File: src/rtl/uart_frame_parser_pkg.sv
// Shared definitions for the UART frame parser: FSM state encoding,
// default framing constants and the running-checksum helper.
package uart_frame_parser_pkg;

    typedef enum logic [2:0] {
        ST_IDLE    = 3'd0,
        ST_LEN     = 3'd1,
        ST_PAYLOAD = 3'd2,
        ST_CHK     = 3'd3,
        ST_SEND    = 3'd4
    } state_e;

    localparam logic [7:0]  SOF_BYTE_DEF    = 8'hA5;
    // Two characters at 9600 baud from a 50 MHz clock.
    localparam logic [16:0] TIMEOUT_MAX_DEF = 17'd104160;

    function automatic logic [7:0] chk_add(input logic [7:0] sum, input logic [7:0] data);
        return sum + data;
    endfunction

endpackage

File: src/rtl/uart_frame_buf.sv
// Payload store for one frame: MAX_LEN x 8 registers, one synchronous
// write port and one asynchronous read port.
module uart_frame_buf #(
    parameter  int unsigned MAX_LEN = 16,
    localparam int unsigned IDX_W   = (MAX_LEN > 1) ? $clog2(MAX_LEN) : 1
) (
    input  logic             sys_clk,
    input  logic             wr_en_i,
    input  logic [IDX_W-1:0] wr_idx_i,
    input  logic [7:0]       wr_data_i,
    input  logic [IDX_W-1:0] rd_idx_i,
    output logic [7:0]       rd_data_o
);

    logic [7:0] mem_q [MAX_LEN];

    // Contents need no reset: a frame is only replayed after every slot it uses was written.
    always_ff @(posedge sys_clk) begin
        if (wr_en_i) begin
            mem_q[wr_idx_i] <= wr_data_i;
        end
    end

    assign rd_data_o = mem_q[rd_idx_i];

endmodule

File: src/rtl/uart_frame_parser.sv
// Parses SOF/LEN/payload/checksum frames from the UART receiver byte stream
// and replays validated payloads on a valid/ready stream with error pulses.
module uart_frame_parser
    import uart_frame_parser_pkg::*;
#(
    parameter int unsigned MAX_LEN     = 16,
    parameter logic [7:0]  SOF_BYTE    = SOF_BYTE_DEF,
    parameter logic [16:0] TIMEOUT_MAX = TIMEOUT_MAX_DEF
) (
    input  logic       sys_clk,
    input  logic       sys_rst_n,
    input  logic [7:0] pi_data,
    input  logic       pi_data_flag,
    output logic [7:0] m_data,
    output logic       m_valid,
    output logic       m_last,
    input  logic       m_ready,
    output logic [7:0] frame_len,
    output logic       err_len,
    output logic       err_chk,
    output logic       err_timeout,
    output logic       err_ovr
);

    localparam int unsigned IDX_W     = (MAX_LEN > 1) ? $clog2(MAX_LEN) : 1;
    localparam logic [7:0]  MAX_LEN_B = 8'(MAX_LEN);

    state_e      state_q;
    logic [7:0]  len_q;
    logic [7:0]  sum_q;
    logic [7:0]  wr_idx_q;
    logic [7:0]  rd_idx_q;
    logic [7:0]  m_data_q;
    logic        m_valid_q;
    logic        m_last_q;
    logic [16:0] tmo_cnt_q;
    logic [16:0] tmo_cnt_d;
    logic        err_len_q;
    logic        err_chk_q;
    logic        err_timeout_q;
    logic        err_ovr_q;

    logic        wr_en_s;
    logic        hs_s;
    logic        in_frame_s;
    logic        tmo_hit_s;
    logic [7:0]  rd_sel_s;
    logic [7:0]  rd_data_s;

    // Handshake, buffer addressing and inter-byte gap timer next state.
    always_comb begin
        wr_en_s    = (state_q == ST_PAYLOAD) && pi_data_flag;
        hs_s       = m_valid_q && m_ready;
        in_frame_s = (state_q == ST_LEN) || (state_q == ST_PAYLOAD) || (state_q == ST_CHK);
        tmo_hit_s  = in_frame_s && !pi_data_flag && (tmo_cnt_q == (TIMEOUT_MAX - 17'd1));
        // Read port looks one entry ahead so m_data is already registered when the handshake lands.
        if (state_q == ST_SEND) begin
            rd_sel_s = rd_idx_q + 8'd1;
        end else begin
            rd_sel_s = 8'd0;
        end
        if (in_frame_s && !pi_data_flag && !tmo_hit_s) begin
            tmo_cnt_d = tmo_cnt_q + 17'd1;
        end else begin
            tmo_cnt_d = 17'd0;
        end
    end

    uart_frame_buf #(
        .MAX_LEN (MAX_LEN)
    ) u_buf (
        .sys_clk   (sys_clk),
        .wr_en_i   (wr_en_s),
        .wr_idx_i  (wr_idx_q[IDX_W-1:0]),
        .wr_data_i (pi_data),
        .rd_idx_i  (rd_sel_s[IDX_W-1:0]),
        .rd_data_o (rd_data_s)
    );

    // Frame FSM with registered stream outputs and single-cycle error pulses.
    always_ff @(posedge sys_clk or negedge sys_rst_n) begin
        if (!sys_rst_n) begin
            state_q       <= ST_IDLE;
            len_q         <= 8'd0;
            sum_q         <= 8'd0;
            wr_idx_q      <= 8'd0;
            rd_idx_q      <= 8'd0;
            m_data_q      <= 8'd0;
            m_valid_q     <= 1'b0;
            m_last_q      <= 1'b0;
            tmo_cnt_q     <= 17'd0;
            err_len_q     <= 1'b0;
            err_chk_q     <= 1'b0;
            err_timeout_q <= 1'b0;
            err_ovr_q     <= 1'b0;
        end else begin
            err_len_q     <= 1'b0;
            err_chk_q     <= 1'b0;
            err_timeout_q <= 1'b0;
            err_ovr_q     <= 1'b0;
            tmo_cnt_q     <= tmo_cnt_d;
            case (state_q)
                ST_IDLE: begin
                    if (pi_data_flag && (pi_data == SOF_BYTE)) begin
                        state_q <= ST_LEN;
                    end
                end
                ST_LEN: begin
                    if (pi_data_flag) begin
                        if ((pi_data == 8'd0) || (pi_data > MAX_LEN_B)) begin
                            err_len_q <= 1'b1;
                            state_q   <= ST_IDLE;
                        end else begin
                            len_q    <= pi_data;
                            sum_q    <= pi_data;
                            wr_idx_q <= 8'd0;
                            state_q  <= ST_PAYLOAD;
                        end
                    end else if (tmo_hit_s) begin
                        err_timeout_q <= 1'b1;
                        state_q       <= ST_IDLE;
                    end
                end
                ST_PAYLOAD: begin
                    if (pi_data_flag) begin
                        sum_q    <= chk_add(sum_q, pi_data);
                        wr_idx_q <= wr_idx_q + 8'd1;
                        if (wr_idx_q == (len_q - 8'd1)) begin
                            state_q <= ST_CHK;
                        end
                    end else if (tmo_hit_s) begin
                        err_timeout_q <= 1'b1;
                        state_q       <= ST_IDLE;
                    end
                end
                ST_CHK: begin
                    if (pi_data_flag) begin
                        if (pi_data == sum_q) begin
                            rd_idx_q  <= 8'd0;
                            m_valid_q <= 1'b1;
                            m_data_q  <= rd_data_s;
                            m_last_q  <= (len_q == 8'd1);
                            state_q   <= ST_SEND;
                        end else begin
                            err_chk_q <= 1'b1;
                            state_q   <= ST_IDLE;
                        end
                    end else if (tmo_hit_s) begin
                        err_timeout_q <= 1'b1;
                        state_q       <= ST_IDLE;
                    end
                end
                ST_SEND: begin
                    // Bytes arriving during replay are dropped, never searched for SOF.
                    err_ovr_q <= pi_data_flag;
                    if (hs_s) begin
                        if (m_last_q) begin
                            m_valid_q <= 1'b0;
                            m_last_q  <= 1'b0;
                            m_data_q  <= 8'd0;
                            state_q   <= ST_IDLE;
                        end else begin
                            rd_idx_q <= rd_sel_s;
                            m_data_q <= rd_data_s;
                            m_last_q <= (rd_sel_s == (len_q - 8'd1));
                        end
                    end
                end
                default: begin
                    m_valid_q <= 1'b0;
                    m_last_q  <= 1'b0;
                    state_q   <= ST_IDLE;
                end
            endcase
        end
    end

    assign m_data      = m_data_q;
    assign m_valid     = m_valid_q;
    assign m_last      = m_last_q;
    assign frame_len   = len_q;
    assign err_len     = err_len_q;
    assign err_chk     = err_chk_q;
    assign err_timeout = err_timeout_q;
    assign err_ovr     = err_ovr_q;

endmodule
File: config.mk
export PLATFORM = sky130hd
export DESIGN_NAME = uart_frame_parser
export DESIGN_NICKNAME = d
export VERILOG_FILES = /design/src/rtl/uart_frame_parser_pkg.sv /design/src/rtl/uart_frame_buf.sv /design/src/rtl/uart_frame_parser.sv
export SDC_FILE = /design/constraint.sdc
export NUM_CORES = 1
export LEC_CHECK = 0
export BUFFER_PORTS_ARGS = -buffer_cell sky130_fd_sc_hd__buf_2
export CAP_MARGIN = 20
export CORE_MARGIN = 1.5
export CORE_UTILIZATION = 25
export DETAILED_ROUTE_END_ITERATION = 10
export PLACE_DENSITY = 0.39
export SLEW_MARGIN = 20
export SYNTH_ARGS = -nofsm -noshare
export SYNTH_HDL_FRONTEND = slang
export SYNTH_SLANG_ARGS = --single-unit
File: constraint.sdc
create_clock -name sys_clk -period 4.2 [get_ports sys_clk]
set_clock_uncertainty 0.1 [all_clocks]
set_input_delay 1.05 -clock sys_clk [delete_from_list [all_inputs] [get_ports sys_clk]]
set_output_delay 1.05 -clock sys_clk [all_outputs]
set_load 0.005 [all_outputs]
==> results of run 1 <==
[power by group through the flow]
stage | Clock (mW) | Combinational (mW) | Sequential, mW
after floorplan | 0 | 1.07 | 2.27
after global placement | 0 | 1.56 | 2.33
after detailed placement | 0 | 1.54 | 2.33
after CTS | 1.75 | 1.55 | 2.29
after global routing | 1.81 | 1.70 | 2.31
final | 1.69 | 1.50 | 2.28
[per-layer routing]
metal | GRT usage | routed length (microns) | vias up
met5 | 0 | 0 | -
met4 | 0.0426 | 369 | 0
met3 | 0.0211 | 412 | 20
met2 | 0.218 | 11300 | 48
met1 | 0.170 | 11200 | 2792
li1 | - | - | 2803
[final timing paths]
path | start | to | slack [ns]
worst max-delay path | pi_data[2] | rd_idx_q[5] | 0.97
min in group asynchronous | sys_rst_n | frame_len[5] | 0.65
worst min register to register | tmo_cnt_q[0] | tmo_cnt_q[0] | 0.39
worst max register to register | state_q[1] | m_data[5] | 1.28
max in group asynchronous | sys_rst_n | rd_idx_q[0] | 2.70
worst min-delay path | tmo_cnt_q[0] | tmo_cnt_q[0] | 0.39
[worst reg2reg max path, delay by kind of cell, from the launching register on]
family | cells | cell delay [ns]
and+or+nand+nor | 2 | 0.99
muxes | 2 | 0.62
AOI/OAI and AO/OA | 1 | 0.31
buffers and inverters | 1 | 0.27
DFF | 1 | 0.52
[flip-flops by register name, summed over array words and instances (netlist names)]
name and flops:
u_buf.mem_q 128, err_ovr 1, rd_idx_q 8, err_chk 1
err_len 1, tmo_cnt_q 17, sum_q 8, m_last 1
state_q 3, err_timeout 1, m_data 8, m_valid 1
wr_idx_q 8, frame_len 8
[layout by cell type, fill, tap and decap left out, types with 4 or more instances in the layout]
cell type,netlist,final
inv_1,15,15
nand3_1,24,24
mux2_2,19,19
o21ai_0,49,49
ha_1,15,15
and2_1,7,7
nor4b_1,4,4
edfxtp_1,128,128
clkbuf_16,0,17
mux2i_1,37,37
dfrtp_1,66,65
buf_4,4,29
nor3_1,12,12
xnor2_1,32,32
and3_1,7,7
buf_2,7,32
inv_6,0,4
nand4_1,4,4
xor2_1,16,16
nor4_1,7,7
or3_1,4,4
nand2b_1,9,9
a211oi_1,32,32
nor2b_1,22,22
nor2_1,55,55
a21oi_1,26,26
nor3b_1,4,4
nand2_1,54,53
[cell usage after synthesis (7+ instances only)]
library cell,number,share of area
edfxtp_1,128,0.42
dfrtp_1,66,0.18
nor2_1,55,0.023
nand2_1,54,0.022
o21ai_0,49,0.027
mux2i_1,37,0.041
a211oi_1,32,0.026
xnor2_1,32,0.031
a21oi_1,26,0.014
nand3_1,24,0.013
clkbuf_1,23,0.0095
nor2b_1,22,0.015
mux2_2,19,0.024
xor2_1,16,0.015
ha_1,15,0.021
inv_1,15,0.0062
nor3_1,12,0.0066
nand2b_1,9,0.0062
and2_1,7,0.0048
and3_1,7,0.0048
buf_2,7,0.0039
nor4_1,7,0.0048
[per-stage QoR]
step / setup WS [ns] / util / area [sq um] / hold WS (ns)
2_1_floorplan: 1.07 / - / 9070 / 0.354
4_1_cts: 0.978 / 0.295 / 10500 / 0.393
3_5_place_dp: 0.513 / 0.278 / 9900 / 0.382
3_3_place_gp: 0.542 / 0.278 / 9900 / 0.383
5_1_grt: 0.752 / 0.295 / 10500 / 0.407
6_report: 0.966 / 0.295 / 10500 / 0.389
[cell type report]
class	count	area (sq um)
fillers	3602	25100
flip-flops and latches	194	5500
multi-input cells	493	3350
well taps	461	577
clock buffers	19	443
repair buffers	63	418
clock inverters	13	166
inverters	15	56.3
[cell families (layout without fill, tap and decap cells)]
kind of cell    Yosys count  count (layout)  share of synthesized area
simple gates            232             232                      0.134
mux                      57              57                     0.0669
fa+ha+maj                16              16                     0.0229
buf+inv                  51             110                     0.0246
xor+xnor                 49              49                     0.0481
flops                   194             194                      0.606
compound gates          139             139                     0.0973
==> impl_results.md, run 1 <==
* Largest net degree at the start of global routing at 67
* Synthesized cell area at around 0.0091 sq mm
* Crit path max fanout at 6
* Peak Freq at slightly above 300 MHz
* Non-filler cells, final at ~1300
* Number of synthesized flops with an enable pin at between 100 and 150
* Syn-to-layout area delta at 15.9%
* Yosys cell types at 65
* Gpl congestion at 0.707
* Die area at 0.0374 sq mm
* Chip Width at slightly below 200 microns
* Initial antenna violation count at 0
* Pwr dens at 521 mW/mm^2
* Worst R2R Path Depth at 6
* RSZ-0062 raised after global routing: false
* Vias at between 5000 and 6000
* Num ports at 34
* Status: complete, but fails checks
* Nets@finish at roughly 810
* Post-DP HPWL at 15200 microns
* CTS clock-pin slew for the worst setup and hold paths at 0.07 ns
* Number of global-route vias before repair at between 5000 and 6000
* DRC at 2
* Hold_buf cts at 0
* Worst EP required at between 4 and 5 ns
* Ys flop type: edfxtp_1
* Cell count after synthesis at 738
* Clock sinks at 194
* Worst Setup Path Type: in2reg
* Net switching power at between 1.5 and 2 mW
* Max Transition Viols Final at 0
* Maximum root-to-sink buffer count at 2
* Post-Syn Area per Cell at 12.3 sq um
* Comb pwr share at 0.274
* Worst Hold Depth at 1
* Core area at 0.0357 sq mm
* Initial DRC Count at ~250
* Mapped Nets at roughly 770
* P_int at 3.66 mW
* DRT antenna net count at 0
* Congestion Overflow GR at 0
* TritonCTS Buffers at 17
* Vias/cell at ~4.5
* Clk_lat worst skew at ~0.44 ns
* Max VDD drop at approximately 0.00027 V
* Power Total at 5.48 mW
* Relative slew slack at 0.365
* Critical path arrival at 3.46 ns
* Final setup TNS at 0 ns
* Root buffer cell: clkbuf_16
* Max stage delay on crit path at between 0.6 and 0.7 ns
* Total GRT Usage at 0.130
* Crit path time final at 3.23 ns
* Critical path's top delay family: compound AO/OA/AOI/OAI gates
* Die Y at between 150 and 200 microns
* CTS tree: yes
* Seq/Total Area, Yosys at 0.606
* Hold WC Path Type: reg2reg
* Buffers & Inverters on Critical Path at 1
* Routed WL at 23300 microns
* Hold Violations, Final at 0
* Max H-tree Level at 4
* Layout cells sized above 1 at 0.164
* Sequential power share at 0.417
* Sw Ratio at 0.332
* Routed WL per cell at approximately 18 microns
* Flops & latches, synth at 194
* Share of flip-flops with an asynchronous set or reset at 0.340
* Crit-path cells: buf_2, ha_1, nor4_1, a41o_1, nand2_1, a21oi_1, a21boi_0, a31o_2
* Setup crit start kind: primary input
* Max-cap viol count at 0
* Setup Buffers After CTS at 0
* TritonRoute pass-1 iters at 7
* Dpl cells at 1226
* Synth Warn # at 0
* Clock share of power at 0.309
* Leakage at 3.91 nW
* Stages on worst setup path at 8
* Post-CTS sizing at 0
* PortBufs at 33
* Endpoints failing setup at 0
* Core Rows at 69
* Starting Density at 0.254
* Failing checks: DRC
* Inserted Diodes at 0
* Crit-path slowest cell: nor4_1
* Setup crit end kind: flip-flop
* Least-Margin Pin Slew at about 0.95 ns
* First-pass GRT wire length at 36400 microns
* Final worst-path cycle share at 0.770
No activity file was read; power rests on OpenSTA's default activity.
==> run 2, diff against run 1 <==
clock period = 3.3 ns   (was 4.2 ns; I/O delays follow)
==> impl_results.md, run 2 (synthesized netlist as in run 1, its figures left out) <==
* Status: complete, but fails checks
* Failing checks: DRC
* PortBufs at 33
* Largest net degree at the start of global routing at 52
* Leakage at 3.97 nW
* Hold Violations, Final at 0
* Layout cells sized above 1 at 0.181
* Hold WC Path Type: in2async
* Nets@finish at 829
* Top reg by flops: u_buf.mem_q
* Vias at 5744
* Core area at roughly 0.036 sq mm
* Clock sinks at between 150 and 200
* Area of the multi-input gates at ~0.0034 sq mm
* Num ports at 34
* Initial DRC Count at 310
* Maximum root-to-sink buffer count at 2
* Peak Freq at between 300 and 400 MHz
* Commonest cells after routing, fill and taps aside: edfxtp_1 (128), dfrtp_1 (65), nor2_1 (55), nand2_1 (53), o21ai_0 (49)
* Final hold slack at roughly 0.23 ns
* Max FFs per register at ~130
* Routed WL per cell at between 15 and 20 microns
* Max H-tree Level at 4
* Crit path max fanout at 25
* Inserted Diodes at 0
* Setup Buffers After CTS at 0
* DP Area at about 0.010 sq mm
* Starting Density at 0.254
* Max VDD drop at about 0.00028 V
* Routed WL at 23500 microns
* Biggest regs: u_buf.mem_q (128), tmo_cnt_q (17)
* Relative slew slack at 0.537
* Core Rows at 69
* Critical path arrival at approximately 3.0 ns
* Initial antenna violation count at 0
* TritonRoute pass-1 iters at 8
* Design area at 0.0106 sq mm
* Dpl cells at ~1200
* Register area at approximately 0.0055 sq mm
* Number of global-route vias before repair at ~5800
* Endpoints failing setup at 0
* Commonest non-fill, non-tap cell in the layout: edfxtp_1
* CTS clock-pin slew for the worst setup and hold paths at approximately 0.070 ns
* Die area at 0.0374 sq mm
* Congestion Overflow GR at 0
* TritonCTS Buffers at 17
* Post-DP HPWL at about 16000 microns
* First-pass GRT wire length at roughly 36000 microns
* Gpl congestion at between 0.7 and 0.8
* DRT antenna net count at 0
* Non-filler cells, final at about 1300
* Worst Setup Path Type: reg2reg
* Clk_lat worst skew at ~0.44 ns
* Post-CTS sizing at 0
* Worst EP required at roughly 3.5 ns
* Max Transition Viols Final at 0
* Least-Margin Pin Slew at 0.692 ns
* RSZ-0062 raised after global routing: false
* Final setup TNS at 0 ns
* Chip Width at 193 microns
* CTS tree: yes
* Max-cap viol count at 0
* Final worst-path cycle share at 0.831
* Pwr dens at between 600 and 700 mW/mm^2
* Die Y at around 190 microns
* Syn-to-layout area delta at 17.1%
* Hold_buf cts at 0
* DRC at 2
* Vias/cell at ~4.5
* Total GRT Usage at 0.129
* # fillers at about 3600
* Setup crit end kind: flip-flop
* Root buffer cell: clkbuf_16
* Setup crit start kind: flip-flop
* Crit path time final at approximately 2.7 ns
## run 2: cell count changes in the layout (fill, tap and decap cells not counted), sizes merged
cell / change
clkbuf: -1
bufinv: -1
clkinv: +1
inv: -2
clkinvlp: +3
buf: +17
## run 2: path summary, 6_finish.rpt
check                             start            to  slack (ns)  depth (start not counted)
min in group sys_clk       tmo_cnt_q[0]  tmo_cnt_q[0]        0.39                          1
max in group asynchronous     sys_rst_n      sum_q[6]        2.30                          2
hold reg to reg            tmo_cnt_q[0]  tmo_cnt_q[0]        0.39                          1
hold / removal                sys_rst_n   rd_idx_q[6]        0.23                          1
setup / recovery            rd_idx_q[0]     m_data[2]        0.56                          7
setup reg to reg            rd_idx_q[0]     m_data[2]        0.56                          7
## run 2: stage by stage
step | utilization | total power [mW] | setup slack, ns
global route | 0.298 | 7.42 | 0.321
CTS | 0.298 | 7.13 | 0.462
floorplan | - | 4.25 | 0.399
detailed placement | 0.282 | 5.03 | 0.240
finish | 0.298 | 7.00 | 0.557
global placement | 0.282 | 5.05 | 0.211
## run 2: area by class of cell
cell class,count,share of cell area
Sequential cell,194,0.517
Multi-Input combinational cell,493,0.316
Tap cell,461,0.0543
Timing Repair Buffer,80,0.0525
Clock buffer,18,0.0404
Clock inverter,14,0.0141
Inverter,15,0.00530
## run 2: critical path, stage by stage, from the launching register on
cell,delay (ns)
dfrtp_2,0.47
ha_1,0.44
nand2_2,0.45
buf_4,0.33
a211oi_1,0.31
a211oi_1,0.08
o21ai_0,0.31
nand3_1,0.12
## run 2: report_power, final
part	total [mW]	switching [mW]	internal [mW]
registers	2.91	0.182	2.73
logic	2.03	1.19	0.841
clock network	2.06	0.997	1.07
## run 2: layer usage
| metal | vias to the layer above | part of all wire | GRT usage |
|---|---|---|---|
| li1 | 2838 | - | - |
| met1 | 2834 | 0.48 | 0.178 |
| met2 | 59 | 0.48 | 0.213 |
| met3 | 13 | 0.025 | 0.0195 |
| met4 | 0 | 0.0096 | 0.0324 |
| met5 | - | 0 | 0 |
